[config.mk]
export PLATFORM = sky130hd
export DESIGN_NAME = rs_age_scheduler
export DESIGN_NICKNAME = d
export VERILOG_FILES = /design/src/rtl/rs_sched_pkg.sv /design/src/rtl/rs_oldest_select.sv /design/src/rtl/rs_age_scheduler.sv
export SDC_FILE = /design/constraint.sdc
export NUM_CORES = 1
export LEC_CHECK = 0
export CORE_MARGIN = 10
export CORE_UTILIZATION = 53
export DETAILED_ROUTE_END_ITERATION = 8
export GPL_TIMING_DRIVEN = 0
export PLACE_DENSITY_LB_ADDON = 0.1
export SLEW_MARGIN = 10
export SYNTH_ARGS = -nofsm -noshare
export SYNTH_HDL_FRONTEND = slang
export SYNTH_SLANG_ARGS = --single-unit
export TNS_END_PERCENT = 20
[constraint.sdc]
create_clock -name clk_i -period 2.2 [get_ports clk_i]
set_input_delay 0.22 -clock clk_i [delete_from_list [all_inputs] [get_ports clk_i]]
set_output_delay 0.22 -clock clk_i [all_outputs]
set_load 0.1 [all_outputs]
[src/rtl/rs_sched_pkg.sv]
// ----------------------------------------------------------------------------
// rs_sched_pkg
//   Shared constants, types and helpers for the reservation-station age
//   scheduler (rs_age_scheduler) and its oldest-entry picker.
//   RS_SIZE   : number of RS entries (>= 2)
//   RS_IDX_W  : entry index width
//   rs_mat_t  : age matrix, m[i][j] = 1 means entry i is older than entry j
// ----------------------------------------------------------------------------
package rs_sched_pkg;

    localparam int RS_SIZE  = 4;
    localparam int RS_IDX_W = $clog2(RS_SIZE);

    typedef logic [RS_IDX_W-1:0]             rs_idx_t;
    typedef logic [RS_SIZE-1:0]              rs_vec_t;
    typedef logic [RS_IDX_W:0]               rs_cnt_t;
    typedef logic [RS_SIZE-1:0][RS_SIZE-1:0] rs_mat_t;

    function automatic rs_cnt_t popcount(input rs_vec_t v);
        rs_cnt_t n;
        n = '0;
        for (int i = 0; i < RS_SIZE; i++) begin
            n = n + rs_cnt_t'(v[i]);
        end
        return n;
    endfunction

    // Index of the lowest set bit; 0 when the vector is empty.
    function automatic rs_idx_t lowest_idx(input rs_vec_t v);
        rs_idx_t r;
        r = '0;
        for (int i = RS_SIZE - 1; i >= 0; i--) begin
            if (v[i]) r = rs_idx_t'(i);
        end
        return r;
    endfunction

endpackage

[src/rtl/rs_oldest_select.sv]
// ----------------------------------------------------------------------------
// rs_oldest_select
//   Combinational picker: selects the candidate that no other candidate is
//   older than.
//   cand_i    in   candidate vector
//   older_i   in   age matrix (older_i[j][i] = j older than i)
//   sel_oh_o  out  one-hot of the oldest candidate (zero if none)
//   sel_idx_o out  index of the oldest candidate (0 if none)
// ----------------------------------------------------------------------------
module rs_oldest_select
    import rs_sched_pkg::*;
(
    input  logic [RS_SIZE-1:0]              cand_i,
    input  logic [RS_SIZE-1:0][RS_SIZE-1:0] older_i,
    output logic [RS_SIZE-1:0]              sel_oh_o,
    output logic [RS_IDX_W-1:0]             sel_idx_o
);

    rs_vec_t blocked;

    always_comb begin
        blocked  = '0;
        sel_oh_o = '0;
        for (int i = 0; i < RS_SIZE; i++) begin
            // Entry i is blocked by any candidate j that is older than it.
            for (int j = 0; j < RS_SIZE; j++) begin
                blocked[i] = blocked[i] | (cand_i[j] & older_i[j][i]);
            end
            sel_oh_o[i] = cand_i[i] & ~blocked[i];
        end
        sel_idx_o = lowest_idx(sel_oh_o);
    end

endmodule

[src/rtl/rs_age_scheduler.sv]
// ----------------------------------------------------------------------------
// rs_age_scheduler
//   Issue scheduler for an RS_SIZE-entry reservation station. Tracks
//   occupancy and relative age, grants dispatch the lowest free slot and
//   offers the oldest operand-ready entry to one FU over valid/ready.
//   An offer that stalls is locked so the FU sees a stable index.
// Ports
//   clk_i, reset_ni      clock / async active-low reset
//   flush_i              squash everything; blocks alloc and issue this cycle
//   alloc_valid_i/_ready_o/_idx_o   dispatch handshake and granted slot
//   entry_ready_i        per-entry operands ready
//   issue_valid_o/_ready_i/_idx_o/_onehot_o  FU issue handshake
//   entry_valid_o, count_o           occupancy vector and popcount
//   stall_cnt_o          (RS_SCHED_STALL_CNT_EN only) saturating stall count
// Configuration
//   RS_SCHED_STALL_CNT_EN : adds stall_cnt_o and its counter.
// ----------------------------------------------------------------------------
module rs_age_scheduler
    import rs_sched_pkg::*;
(
    input  logic                clk_i,
    input  logic                reset_ni,
    input  logic                flush_i,
    input  logic                alloc_valid_i,
    output logic                alloc_ready_o,
    output logic [RS_IDX_W-1:0] alloc_idx_o,
    input  logic [RS_SIZE-1:0]  entry_ready_i,
    output logic                issue_valid_o,
    input  logic                issue_ready_i,
    output logic [RS_IDX_W-1:0] issue_idx_o,
    output logic [RS_SIZE-1:0]  issue_onehot_o,
    output logic [RS_SIZE-1:0]  entry_valid_o,
    output logic [RS_IDX_W:0]   count_o
`ifdef RS_SCHED_STALL_CNT_EN
   ,output logic [15:0]         stall_cnt_o
`endif
);

    rs_vec_t valid_q, valid_d;
    rs_mat_t older_q, older_d;
    logic    lock_q, lock_d;
    rs_idx_t lock_idx_q, lock_idx_d;

    rs_vec_t cand;
    rs_vec_t sel_oh;
    rs_idx_t sel_idx;
    logic    issue_fire;
    logic    alloc_fire;

    rs_oldest_select u_sel (
        .cand_i    (cand),
        .older_i   (older_q),
        .sel_oh_o  (sel_oh),
        .sel_idx_o (sel_idx)
    );

    // Outputs are purely from registered state plus this cycle's inputs.
    always_comb begin
        alloc_ready_o  = |(~valid_q);
        alloc_idx_o    = lowest_idx(~valid_q);
        cand           = valid_q & entry_ready_i;
        issue_idx_o    = lock_q ? lock_idx_q : sel_idx;
        issue_valid_o  = (lock_q | (|cand)) & ~flush_i;
        issue_onehot_o = issue_valid_o ? (rs_vec_t'(1) << issue_idx_o) : '0;
        issue_fire     = issue_valid_o & issue_ready_i;
        alloc_fire     = alloc_valid_i & alloc_ready_o & ~flush_i;
        entry_valid_o  = valid_q;
        count_o        = popcount(valid_q);
    end

    always_comb begin
        valid_d    = valid_q;
        older_d    = older_q;
        lock_d     = lock_q;
        lock_idx_d = lock_idx_q;
        if (flush_i) begin
            valid_d = '0;
            older_d = '0;
            lock_d  = 1'b0;
        end else begin
            if (issue_fire) begin
                valid_d[issue_idx_o] = 1'b0;
                lock_d               = 1'b0;
            end else if (issue_valid_o) begin
                // Stalled offer: pin it until the FU takes it.
                lock_d     = 1'b1;
                lock_idx_d = issue_idx_o;
            end
            if (alloc_fire) begin
                // The slot is free in registered state, so it can never be
                // the slot issuing this cycle. The new entry is younger than
                // every survivor; an entry leaving this cycle does not count.
                valid_d[alloc_idx_o] = 1'b1;
                older_d[alloc_idx_o] = '0;
                for (int j = 0; j < RS_SIZE; j++) begin
                    older_d[j][alloc_idx_o] = valid_q[j] &
                        ~(issue_fire && (issue_idx_o == rs_idx_t'(j)));
                end
            end
        end
    end

    always_ff @(posedge clk_i or negedge reset_ni) begin
        if (!reset_ni) begin
            valid_q    <= '0;
            older_q    <= '0;
            lock_q     <= 1'b0;
            lock_idx_q <= '0;
        end else begin
            valid_q    <= valid_d;
            older_q    <= older_d;
            lock_q     <= lock_d;
            lock_idx_q <= lock_idx_d;
        end
    end

`ifdef RS_SCHED_STALL_CNT_EN
    logic [15:0] stall_cnt_q, stall_cnt_d;

    // Saturating; deliberately survives flush.
    always_comb begin
        stall_cnt_d = stall_cnt_q;
        if (issue_valid_o && !issue_ready_i && (stall_cnt_q != 16'hFFFF)) begin
            stall_cnt_d = stall_cnt_q + 16'd1;
        end
    end

    always_ff @(posedge clk_i or negedge reset_ni) begin
        if (!reset_ni) stall_cnt_q <= '0;
        else           stall_cnt_q <= stall_cnt_d;
    end

    assign stall_cnt_o = stall_cnt_q;
`endif

endmodule
Yosys cells after proc, flatten, opt, wreduce, memory -nomap -nowiden
Cells that the tools add are included.
{"block": "totals", "register_bits": 23, "latch_bits": 0, "ram_bits": 0, "rom_bits": 0, "in_bits": 9, "out_inout_bits": 17, "word_cells": 117, "n_memories": 0}
{"block": "op_classes", "n_addsub": 3, "n_mul": 0, "div": 0, "magnitude_cmp": 4, "eq_ne": 3, "shift": 1, "mux": 29, "bitwise_logic": 58, "reduce_logical": 12}
{"op": "16-bit two-way mux", "n": 2}
{"op": "1-bit bitwise AND", "n": 28}
{"op": "4-bit two-way mux", "n": 6}
{"op": "2-bit two-way mux", "n": 9}
{"op": "16-bit bitwise AND", "n": 1}
{"op": "4-bit bitwise mux", "n": 4}
{"op": "16-bit inverter", "n": 1}
{"op": "1-bit OR", "n": 13}
{"op": "1-bit inverter", "n": 10}
{"op": "4-bit bitwise AND", "n": 2}
{"op": "4-bit demux with 2-bit select", "n": 1}
{"op": "4-bit inverter", "n": 2}
{"op": "4-bit OR reduction", "n": 2}
{"op": "1-bit logical AND", "n": 6}
{"op": "2-bit by 3-bit less-than comparator with 1-bit output, second input constant", "n": 2}
{"op": "1-bit two-way mux", "n": 5}
{"op": "1-bit demux with 2-bit select", "n": 2}
{"op": "2-bit == test, second input constant", "n": 2}
{"op": "2-bit by 1-bit greater-or-equal comparator with 1-bit output, second input constant", "n": 2}
{"op": "4-bit OR", "n": 1}
{"op": "1-bit by 2-bit << shifter with 4-bit output, first input constant", "n": 1}
{"op": "2-bit by 1-bit adder with 3-bit output", "n": 1}
{"op": "3-bit by 1-bit adder with 3-bit output", "n": 1}
{"op": "3-bit AND reduction", "n": 1}
{"op": "5 further kinds", "n": 5}

Depth between registers and ports, before layout
Gate-level depths: netlist of the first run.
{"block": "logic_depth", "word_depth": 23, "mapped_depth": 7, "ltp_nobuf": 6}

Cells and area by module
Synthesis of the first run repeated with hierarchy kept, for this count alone.
{"block": "hier_totals", "hier_cells": 154, "area_unflattened_um2": 1480.2}
{"module": "rs_age_scheduler", "instances": 1, "cells_each": 137, "area_per_inst_um2": 1360.1, "seq_area_each_um2": 575.6}
{"module": "rs_oldest_select", "instances": 1, "cells_each": 17, "area_per_inst_um2": 120.1, "seq_area_each_um2": 0.0}

Worst setup path before layout of the first run
OpenSTA, ideal clock, no wires.
{"block": "synth_path", "path_type": "flip-flop to output port", "from": "register valid_q[0], in the netlist entry_valid_o[0]", "to": "output issue_onehot_o[0]", "t_arrival_ps": 4614, "required_ps": 1980, "slack_ps": -2634, "path_stages_with_launch": 8, "path_buffers": 1, "cell_sequence": "dfrtp_1 -> buf_6 -> nand3_1 -> and4_2 -> a221o_2 -> nand2_4 -> inv_1 -> nor3_1"}
{"block": "synth_via", "elab_chain_cells": 14, "word_cells_on_any_way": 35, "cone_classes": "1 x shift; 6 x mux; 27 x bitwise; 1 x reduce/logical"}
{"element": "start, declared", "line": "rs_age_scheduler.sv:39", "source": "rs_vec_t valid_q, valid_d;"}
{"element": "start signal, assigned", "line": "rs_age_scheduler.sv:110", "source": "valid_q <= valid_d;"}
{"element": "4-bit bitwise AND *", "line": "rs_age_scheduler.sv:61", "source": "cand = valid_q & entry_ready_i;"}
{"element": "1-bit bitwise AND", "line": "rs_oldest_select.sv:27", "source": "blocked[i] = blocked[i] | (cand_i[j] & older_i[j][i]);"}
{"element": "1-bit OR (3 in series)", "line": "rs_oldest_select.sv:27"}
{"element": "1-bit inverter", "line": "rs_oldest_select.sv:29", "source": "sel_oh_o[i] = cand_i[i] & ~blocked[i];"}
{"element": "1-bit bitwise AND", "line": "rs_oldest_select.sv:29"}
{"element": "2-bit two-way mux (3 in series)", "line": "rs_sched_pkg.sv:33", "source": "if (v[i]) r = rs_idx_t'(i);"}
{"element": "2-bit two-way mux *", "line": "rs_sched_pkg.sv:33"}
{"element": "2-bit two-way mux *", "line": "rs_age_scheduler.sv:62", "source": "issue_idx_o = lock_q ? lock_idx_q : sel_idx;"}
{"element": "net issue_idx_o[0]", "line": "rs_age_scheduler.sv:30", "source": "output logic [RS_IDX_W-1:0] issue_idx_o,"}
{"element": "1-bit by 2-bit << shifter with 4-bit output *", "line": "rs_age_scheduler.sv:64", "source": "issue_onehot_o = issue_valid_o ? (rs_vec_t'(1) << issue_idx_o) : '0;"}
{"element": "4-bit two-way mux *", "line": "rs_age_scheduler.sv:64"}
{"element": "end, declared", "line": "rs_age_scheduler.sv:31", "source": "output logic [RS_SIZE-1:0] issue_onehot_o,"}
The timed path passes the listed nets; every way through them passes the cells marked *.

Final worst setup path of the first run
{"block": "layout_path", "from": "register valid_q[1], in the netlist entry_valid_o[1]", "to": "output issue_onehot_o[0]"}
{"block": "layout_via", "elab_chain_cells": 14, "word_cells_on_any_way": 35, "cone_classes": "1 x shift; 6 x mux; 27 x bitwise; 1 x reduce/logical"}
{"element": "4-bit bitwise AND *", "line": "rs_age_scheduler.sv:61"}
{"element": "1-bit bitwise AND", "line": "rs_oldest_select.sv:27"}
{"element": "1-bit OR (3 in series)", "line": "rs_oldest_select.sv:27"}
{"element": "1-bit inverter", "line": "rs_oldest_select.sv:29"}
{"element": "1-bit bitwise AND", "line": "rs_oldest_select.sv:29"}
{"element": "2-bit two-way mux (4 in series)", "line": "rs_sched_pkg.sv:33"}
{"element": "2-bit two-way mux", "line": "rs_age_scheduler.sv:62"}
{"element": "1-bit by 2-bit << shifter with 4-bit output", "line": "rs_age_scheduler.sv:64"}
{"element": "4-bit two-way mux *", "line": "rs_age_scheduler.sv:64"}
Mark *: on every way between the ends. The rest lies on a longest branch, timed or not.

==> results by group, run 1 <==
Logic synthesis
  • Post-synthesis average cell area: 8.61 um2
  • Cell with the most instances after synthesis: nand2_1
  • Top_reg_cell synth: dfrtp_1
  • Synth Area in Compound Gates: a little under a quarter
  • Synth top area share: a little over a third
  • Syn Inst Count: roughly 190
  • Ys Warns: 0
  • Sequential element share of the synthesized area: 36.1%
  • Post-synth top area cell: dfrtp_1
  • FFs w/ async S/R, synth: 100%
  • Syn Nets: around 200
  • Synthesized cell area: around 0.0016 mm2
  • Area contributors post-synth: dfrtp_1, nand3_1, nand2_1, o21ai_0, buf_6
  • Yosys cell types: 47
  • Post-Synth Simple-Gate Area: about 28%
  • Post-synth EDFFs: 0
  • Multiplexer share of the synthesized area: 0%
  • Synth Register Bits: 23
  • Synth top cells by count: nand2_1, nand3_1, dfrtp_1, o21ai_0, inv_1
  • Main combinational cell family by area after synthesis: simple AND/OR/NAND/NOR gates
  • Post-Synth Adder-Cell Area: 4.40%
  • Xor/xnor share of the synthesized area: 0%

Status
  • Failing checks: setup timing
  • Status: finished, violations left

Global route
  • First-pass GRT wire length: ~8500 um
  • Busiest grt layer: met2
  • Remaining global-route overflow: 0
  • Initial antenna violation count: 0
  • Met2 usage: between 30% and 40%
  • M3 GR Usage: 4.47%
  • Largest net degree at the start of global routing: 24
  • Vias in the first global route: about 1600
  • GR Util All Layers: around 20%
  • GRT met1 Usage: 26.0%

Critical path
  • CP arrival: around 2300 ps
  • Slowest CP cell: dfrtp_4
  • Crit path kind: reg2out
  • Crit Path Max Fanout: 5
  • CP required: around 2000 ps
  • Reg2Reg Depth: 6
  • CP max stage delay: 520 ps
  • Setup crit end kind: output port
  • CP cell instances: buf_8, and3b_1, and4_4, a221o_2, nand2_4, clkinvlp_4, nor3_4, buf_12
  • Worst reg-to-reg setup slack: around 70 ps
  • CP Launch Type: register

Timing
  • Fmax: approximately 0.40 GHz
  • Setup WS post-layout: -315 ps
  • Unrepaired setup endpoints after global routing: yes
  • Minimum clock period: approximately 2500 ps
  • Final hold slack: 184 ps
  • Pins Over Slew Limit: 0
  • Number of hold violations in the final report: 0
  • Slew @ Worst Pin: around 1000 ps
  • Fin crit share: 114%
  • Slew HR: between 30% and 40%
  • Endpoints failing setup: 9
  • Worst Skew: between 2 and 3 ps

Floorplan
  • # rows: 19
  • Ports: 26
  • CORE AREA: about 0.0028 mm2
  • Die width: 74.8 um
  • Initial core utilization: between 50% and 60%
  • Die Ht: about 75 um
  • Die ar.: roughly 0.0056 mm2

Finish
  • Layout cells sized above 1: 32.2%
  • ANT cells: 0
  • Util after Layout: around four fifths
  • Fin cells: ~260
  • # nets final: around 240
  • Area Overhead vs Synth: 40.8%
  • Final Cell Area: roughly 0.0022 mm2
  • Layout fillers: approximately 170

CTS
  • Sink Count: 23
  • CTS tree: done
  • Reg clk slew, reported paths: roughly 140 ps
  • Hold_buf cts: 0
  • CTS root buf: clkbuf_4
  • CTS Buf Count: 3
  • H-tree levels: 1
  • Clk Latency, worst-skew pair: roughly 320 ps
  • Clock Path Buffers: 2

Min path
  • HP Class: in2reg
  • Hold Path Depth: 2

Routing
  • Vias: between 1500 and 2000
  • TritonRoute pass-1 iters: 5
  • Detail Route Antenna Nets: 0
  • DR DRC count: 0
  • Initial drt markers: between 200 and 300
  • Vias/cell: approximately 6.7
  • Final wirelength: between 5000 and 6000 um
  • Post-DR wirelength/cell: ~20 um

Placement
  • DP Cell Count: between 200 and 250
  • Post-DP HPWL: 3640 um
  • Area after DPL: between 0.0015 and 0.002 mm2
  • GP Congestion: around 0.93
  • Port Buf Inserts: 24

Pwr
  • Peak VDD IR: 0.644 mV
  • Static leakage: just under 0.001 uW
  • Power Density: between 500 and 600 mW/mm2

Flow run
  • Max Cap Viol: 0
[registers in the layout, indices dropped and copies added, names as in the netlist]
| register | cells |
|---|---|
| entry_valid_o | 4 |
| lock_idx_q | 2 |
| lock_q | 1 |
| older_q | 16 |
[critical path: cells and delay by family, from the launching register on]
kind | cells | cell delay, ps
and+or+nand+nor | 4 | 650
DFF | 1 | 520
buffers and inverters | 3 | 470
AOI/OAI and AO/OA | 1 | 340
[path summary, 6_finish.rpt]
path,start,endpoint
max,entry_valid_o[1],issue_onehot_o[0]
min,flush_i,entry_valid_o[1]
max reg2reg,entry_valid_o[0],entry_valid_o[3]
min reg2reg,older_q[5],older_q[5]
max in group asynchronous,reset_ni,entry_valid_o[0]
min in group asynchronous,reset_ni,older_q[9]
[through the flow]
step | TNS [ps] | total power (uW) | setup WS (ps)
2_1_floorplan | -8750 | 893 | -1030
3_3_place_gp | -10080 | 1020 | -1260
3_5_place_dp | -10450 | 1030 | -1280
4_1_cts | -2080 | 1320 | -320
5_1_grt | -2480 | 1380 | -398
6_report | -1840 | 1330 | -315
[cells in the final DEF, fill, tap and decap left out, types with 3 or more instances in the layout]
cell type | Yosys | layout
and3b_1 | 4 | 4
a21oi_1 | 6 | 5
dfrtp_1 | 23 | 19
nand3_1 | 24 | 20
clkbuf_4 | 0 | 3
clkdlybuf4s50_1 | 0 | 8
dfrtp_4 | 0 | 4
dlygate4sd2_1 | 0 | 3
nor2_1 | 4 | 4
inv_1 | 9 | 5
buf_6 | 5 | 6
nand3_2 | 0 | 4
o31ai_1 | 6 | 6
o21ai_0 | 20 | 20
nand2_1 | 28 | 26
buf_4 | 1 | 14
clkbuf_1 | 2 | 3
and3_1 | 7 | 5
buf_12 | 0 | 8
[power breakdown]
part | total (uW) | internal [uW] | switching (uW)
sequential | 472 | 449 | 23.8
combinational | 651 | 213 | 439
clock | 209 | 70.9 | 138
[area by class of cell]
type	instances	area, um2	share of cell area, %
tap	31	38.8	1.73
clock buffer	4	26.3	1.17
buffer	10	95.1	4.24
inverter	9	43.8	1.95
sequential	23	591	26.3
multi-input combinational	143	1010	45.1
timing repair buffer	38	437	19.5
[kinds of logic (layout without fill, tap and decap cells)]
logic type	count (synthesis)	count (layout)
and+or+nand+nor	85	85
adders and majority gates	5	5
AOI/OAI and AO/OA	53	53
buffers and inverters	19	61
DFF	23	23
[metal layers]
metal	part of all wire, %	up-vias
met3	9.7	18
met5	0	-
met1	42	826
met4	2.0	0
met2	47	112
li1	-	771
[what timing repair did]
| item | CTS | global route |
|---|---|---|
| pin swaps | 6 | 2 |
| buffers inserted | 12 | 1 |
| endpoints found under the setup margin | 14 | 22 |
| cloned | 1 | 0 |
| gates resized for setup | 98 | 10 |
(Power assumes the default switching activity.)
==> run 2, diff against run 1 <==
--- a/config.mk
+++ b/config.mk
@@ -8,7 +8,6 @@
 export CORE_MARGIN = 10
 export CORE_UTILIZATION = 53
 export DETAILED_ROUTE_END_ITERATION = 8
-export GPL_TIMING_DRIVEN = 0
 export PLACE_DENSITY_LB_ADDON = 0.1
 export SLEW_MARGIN = 10
 export SYNTH_ARGS = -nofsm -noshare
==> constraint.sdc (replaced) <==
create_clock -name clk_i -period 2.35 [get_ports clk_i]
set_input_delay 0.235 -clock clk_i [delete_from_list [all_inputs] [get_ports clk_i]]
set_output_delay 0.235 -clock clk_i [all_outputs]
set_load 0.1 [all_outputs]
==> results by group, run 2 (synthesis gave the netlist of run 1 again) <==
Min path
  • HP Class: in2async

Routing
  • Post-DR wirelength/cell: 21.0 um (+2.6%)
  • TritonRoute pass-1 iters: 8 (+3)
  • Initial drt markers: 312 (+24%)
  • Vias/cell: 6.85 (+2.4%)
  • Final wirelength: 5730 um (+8.6%)
  • Detail Route Antenna Nets: 0 (unchanged)
  • DR DRC count: 0 (unchanged)
  • Vias: 1871 (+8.3%)

CTS
  • H-tree levels: 1 (unchanged)
  • CTS root buf: clkbuf_4
  • Reg clk slew, reported paths: 150 ps (about the same)
  • CTS Buf Count: 3 (unchanged)
  • Sink Count: 23 (unchanged)
  • Clk Latency, worst-skew pair: 330 ps (about the same)
  • Clock Path Buffers: 2 (unchanged)
  • Hold_buf cts: 0 (unchanged)
  • CTS tree: done

Timing
  • Setup tns final: -437 ps (+1400 ps)
  • Minimum clock period: between 2000 and 2500 ps
  • Final hold slack: 356 ps (+172 ps)
  • Setup WS post-layout: -103 ps (+212 ps)
  • Fmax: roughly 0.41 GHz
  • Pins Over Slew Limit: 0 (unchanged)
  • Slew HR: 44.5% (+14 points)
  • Fin crit share: 104%
  • Worst Skew: 11.3 ps (+8.42 ps)
  • Slew @ Worst Pin: 830 ps (-203 ps)
  • Endpoints failing setup: 6 (-3)
  • Number of hold violations in the final report: 0 (unchanged)
  • Unrepaired setup endpoints after global routing: yes

Finish
  • Largest register FFs: 16 (unchanged)
  • Most common cell after layout, fill and taps aside: buf_4
  • ANT cells: 0 (unchanged)
  • Layout cells sized above 1: 38.4% (+6.3 points)
  • Fin cells: 273 (+5.8%)
  • Layout fillers: 164 (-4.7%)
  • # nets final: 257 (+6.2%)
  • Most frequent cells in the layout: buf_4, nand2_1, nand3_1, o21ai_0, dfrtp_1
  • Most flops, register: older_q
  • Final Cell Area: 0.00232 mm2 (+3.5%)
  • Area Overhead vs Synth: 45.7%
  • Util after Layout: 82.7% (+2.8 points)

Global route
  • GR Util All Layers: 20.8% (+1.2 points)
  • First-pass GRT wire length: 8970 um (+5.3%)
  • Largest net degree at the start of global routing: 19 (-21%)
  • Initial antenna violation count: 0 (unchanged)
  • Vias in the first global route: 1815 (+12%)
  • Remaining global-route overflow: 0 (unchanged)

Critical path
  • CP max stage delay: 550 ps (+30 ps)
  • Crit Path Max Fanout: 6 (+1)
  • Slowest CP cell: dfrtp_4
  • Reg2Reg Depth: 8 (+2)
  • CP cell instances: and3b_2, a41o_1, nand2_2, nand2_4, buf_4, buf_6, nor3_4, buf_12
  • CP arrival: 2220 ps (-70 ps)
  • CP Launch Type: register
  • Setup crit end kind: output port
  • Crit path kind: reg2out
  • CP required: 2120 ps (+140 ps)

Floorplan
  • Initial core utilization: 56.8% (unchanged)
  • Die Ht: 74.8 um (unchanged)
  • CORE AREA: 0.00281 mm2 (unchanged)
  • Die ar.: 0.00560 mm2 (unchanged)
  • Die width: 74.8 um (unchanged)
  • Ports: 26 (unchanged)
  • # rows: 19 (unchanged)

Placement
  • DP Cell Count: 252 (+5.0%)
  • Post-DP HPWL: 4020 um (+10%)
  • Area after DPL: 0.00213 mm2 (+8.3%)
  • GP Congestion: 0.951 (+2.0%)
  • Port Buf Inserts: 25 (+4.2%)

Pwr
  • Peak VDD IR: 0.502 mV (-22%)
  • Static leakage: 0.00105 uW (+7.3%)
  • Power Density: 558 mW/mm2 (-6.1%)

Status
  • Failing checks: setup timing
  • Status: finished, violations left

Flow run
  • Max Cap Viol: 0 (unchanged)
[run 2: cell count changes in the layout (fill, tap and decap cells not counted), moves of 2 or more]
cell and change:
clkdlybuf4s15_2 -2, buf_12 +2, clkbuf_1 -3, buf_4 +27, dlygate4sd2_1 -3, buf_6 -4
[run 2: path summary, 6_finish.rpt]
path | from | endpoint | slack [ps]
max | entry_valid_o[0] | issue_onehot_o[1] | -100
min in group clk_i | older_q[7] | older_q[7] | 510
min reg2reg | older_q[7] | older_q[7] | 510
max in group asynchronous | reset_ni | lock_idx_q[1] | 1390
max reg2reg | entry_valid_o[0] | older_q[6] | 50
min | reset_ni | entry_valid_o[2] | 360
[run 2: layout make-up]
cell class / instances / area (um2) / share of cell area [%]
clock buffer: 3 / 22.5 / 0.970
inverter: 9 / 41.3 / 1.78
clock inverter: 1 / 5.00 / 0.216
timing repair buffer: 63 / 622 / 26.8
multi-input combinational: 143 / 1000 / 43.1
tap: 31 / 38.8 / 1.67
sequential: 23 / 591 / 25.4
[run 2: routing by layer]
metal  vias to the layer above  track usage [%]  part of all wire (%)
li1                        807                -                     -
met1                       883             26.2                    38
met2                       153             33.0                    47
met3                        28             3.81                    11
met4                         0             11.3                   4.2
met5                         -                0                     0
[run 2: repair_timing]
item / in CTS / in global routing
resized for setup: 2 / 11
cloned: 0 / 0
pin swaps: 6 / 4
setup buffers: 14 / 4
setup endpoints to repair: 8 / 18
[run 2: metrics by stage]
stage               worst slack, ps  total power (uW)
CTS                           -69.5              1260
detailed placement            -33.8              1030
global placement              -16.9              1030
finish                         -103              1300
global route                   -185              1340
floorplan                      -890               836
[run 2: worst max-delay path: cells and delay by family, from the launching register on]
kind / cells / cell delay [ps]
simple gates: 4 / 640
flops: 1 / 550
buf+inv: 3 / 450
compound gates: 1 / 250
[run 2: report_power, final]
| part | switching, uW | total, uW | internal, uW |
|---|---|---|---|
| clock network | 136 | 200 | 64.0 |
| registers | 33.9 | 454 | 420 |
| logic | 410 | 641 | 231 |
| total | 580 | 1300 | 715 |
==> patch, RTL diff (settings of run 1) <==
Put a register stage on the output `count_o`, with the module's reset. The value now appears one clock later. The other outputs are not delayed to match.
--- a/src/rtl/rs_age_scheduler.sv
+++ b/src/rtl/rs_age_scheduler.sv
@@ -37,4 +37,6 @@
 );
 
+    logic [RS_IDX_W:0] count_d;
+
     rs_vec_t valid_q, valid_d;
     rs_mat_t older_q, older_d;
@@ -66,5 +68,5 @@
         alloc_fire     = alloc_valid_i & alloc_ready_o & ~flush_i;
         entry_valid_o  = valid_q;
-        count_o        = popcount(valid_q);
+        count_d        = popcount(valid_q);
     end
 
@@ -134,3 +136,11 @@
 `endif
 
+    always_ff @(posedge clk_i or negedge reset_ni) begin
+        if (!reset_ni) begin
+            count_o <= '0;
+        end else begin
+            count_o <= count_d;
+        end
+    end
+
 endmodule
Function: changed (a bounded check fails within 4 cycles, from zero or initial values and one cycle with reset_ni low).
==> patch against run 1 <==
The run still ends with setup timing left. Setup slack gained 0.16 ns. Largest cell class unchanged. Wire length decreased by 13%. Synthesized area fell by 11%. Non-clock buffer count down 9. Final cell count decreased by 17%. Sequential cell count increased by 3. Power is 16% lower. Final area decreased by 10%.
==> patch: results (changes against run 1) <==
VDD IR max=559 uV (-13%); CTS Sinks=26 (+13%); Post-DP Area=0.00181 sq mm (-8.3%); Setup TNS Final=-1.13 ns (+0.712 ns); Hold WS=0.411 ns (+0.227 ns); Non-Filler Instances=214 (-17%); synth cell count leaders=26 x dfrtp_1, 20 x nand2_1, 15 x nand3_1; fill cell count=160 (-7.0%); fin worst setup slack=-0.151 ns (+0.164 ns); ClkCell Share=1.80% (+0.63 points); RD Place Congestion=1.03 (+11%); met2 WL=2.26 mm (-8.6%); buffering overhead=19.6% (-4.1 points); Hold Crit Class=in -> async; sequential fraction of the synthesis area=45.7% (+9.6 points); crit path max fanout=6 (+1); Sw Ratio=37.7% (-7.4 points); Multi-In Gates=108 (-24%); Detailed Place HPWL=3.04 mm (-16%); multiplexer area fraction after synthesis=2.29% (+2.3 points); R2R Setup Slk=-0.13 ns (-0.20 ns); sequential share of cell area=33.0% (+6.7 points); fin nets=198 (-18%); number of global-route vias before repair=1,397 (-14%); routed len/inst=21.5 um (+5.2%); Distinct cells, synth=38 (-19%); share of layout cells above drive strength 1=31.5% (-0.64 points); largest net degree at the start of global routing=27 (+13%); failing checks=setup timing; Avg Inst Size Synth=9.74 sq um (+13%); metal3 WL=413 um (-19%); Reg area=666 sq um (+13%); vias per cell=6.72 (+0.39%); initial DRC count=162 (-36%); slew at the pin closest to its max-slew limit=0.975 ns (-0.0587 ns); Met1 Routed Length=1.78 mm (-19%); Static Leak=0.890 nW (-9.0%); met3 Usage GRT=2.62% (-1.9 points); CTS buffer count=3 (unchanged); GRT met1 Usage=21.6% (-4.4 points); r2r endpoint=entry_valid_o[1]$_DFF_PN0_; Synth Instances=146 (-21%); final setup vio count=19 (+10); GRT Total Usage=16.9% (-2.7 points); post-synthesis compound-gate area fraction=21.5% (-2.4 points); met2 Usage GRT=27.3% (-3.7 points); Setup Skew=0.00526 ns (+0.00233 ns); post-synthesis net count=159 (-20%); first-pass GRT wire length=7.00 mm (-18%); status=finished, violations left; worst r2r path cells=9 (+3); Non-CTS inverters=7 (-2); Post-Place Worst Slack=-1.05 ns (+0.230 ns)
patch: cell types whose count changed in the layout (fill, tap and decap cells not counted), moves of 3 or more:
cell     before  now
nand2_1      26   18
o31ai_1       6    0
o21ai_0      20    0
a32o_1        0    8
and3_1        5    1
a22o_1        0    3
nor2_1        4   12
dfrtp_1      19   22
buf_4        14   10
nand3_1      20   12
buf_12        8    4
patch: power groups by stage:
| stage | Sequential (mW) | Clock, mW | Combinational, mW |
|---|---|---|---|
| final | 0.517 | 0.242 | 0.358 |
| after global routing | 0.520 | 0.268 | 0.373 |
| after CTS | 0.515 | 0.249 | 0.338 |
| after detailed placement | 0.524 | 0 | 0.325 |
| after global placement | 0.523 | 0 | 0.321 |
| after floorplan | 0.591 | 0 | 0.165 |
patch: repair_timing:
action,in CTS,in global routing
hold endpoints to repair,0,26
endpoints found under the setup margin,12,22
gates resized for setup,75,15
pin swaps,7,8
hold buffers,0,1
setup buffers,8,1
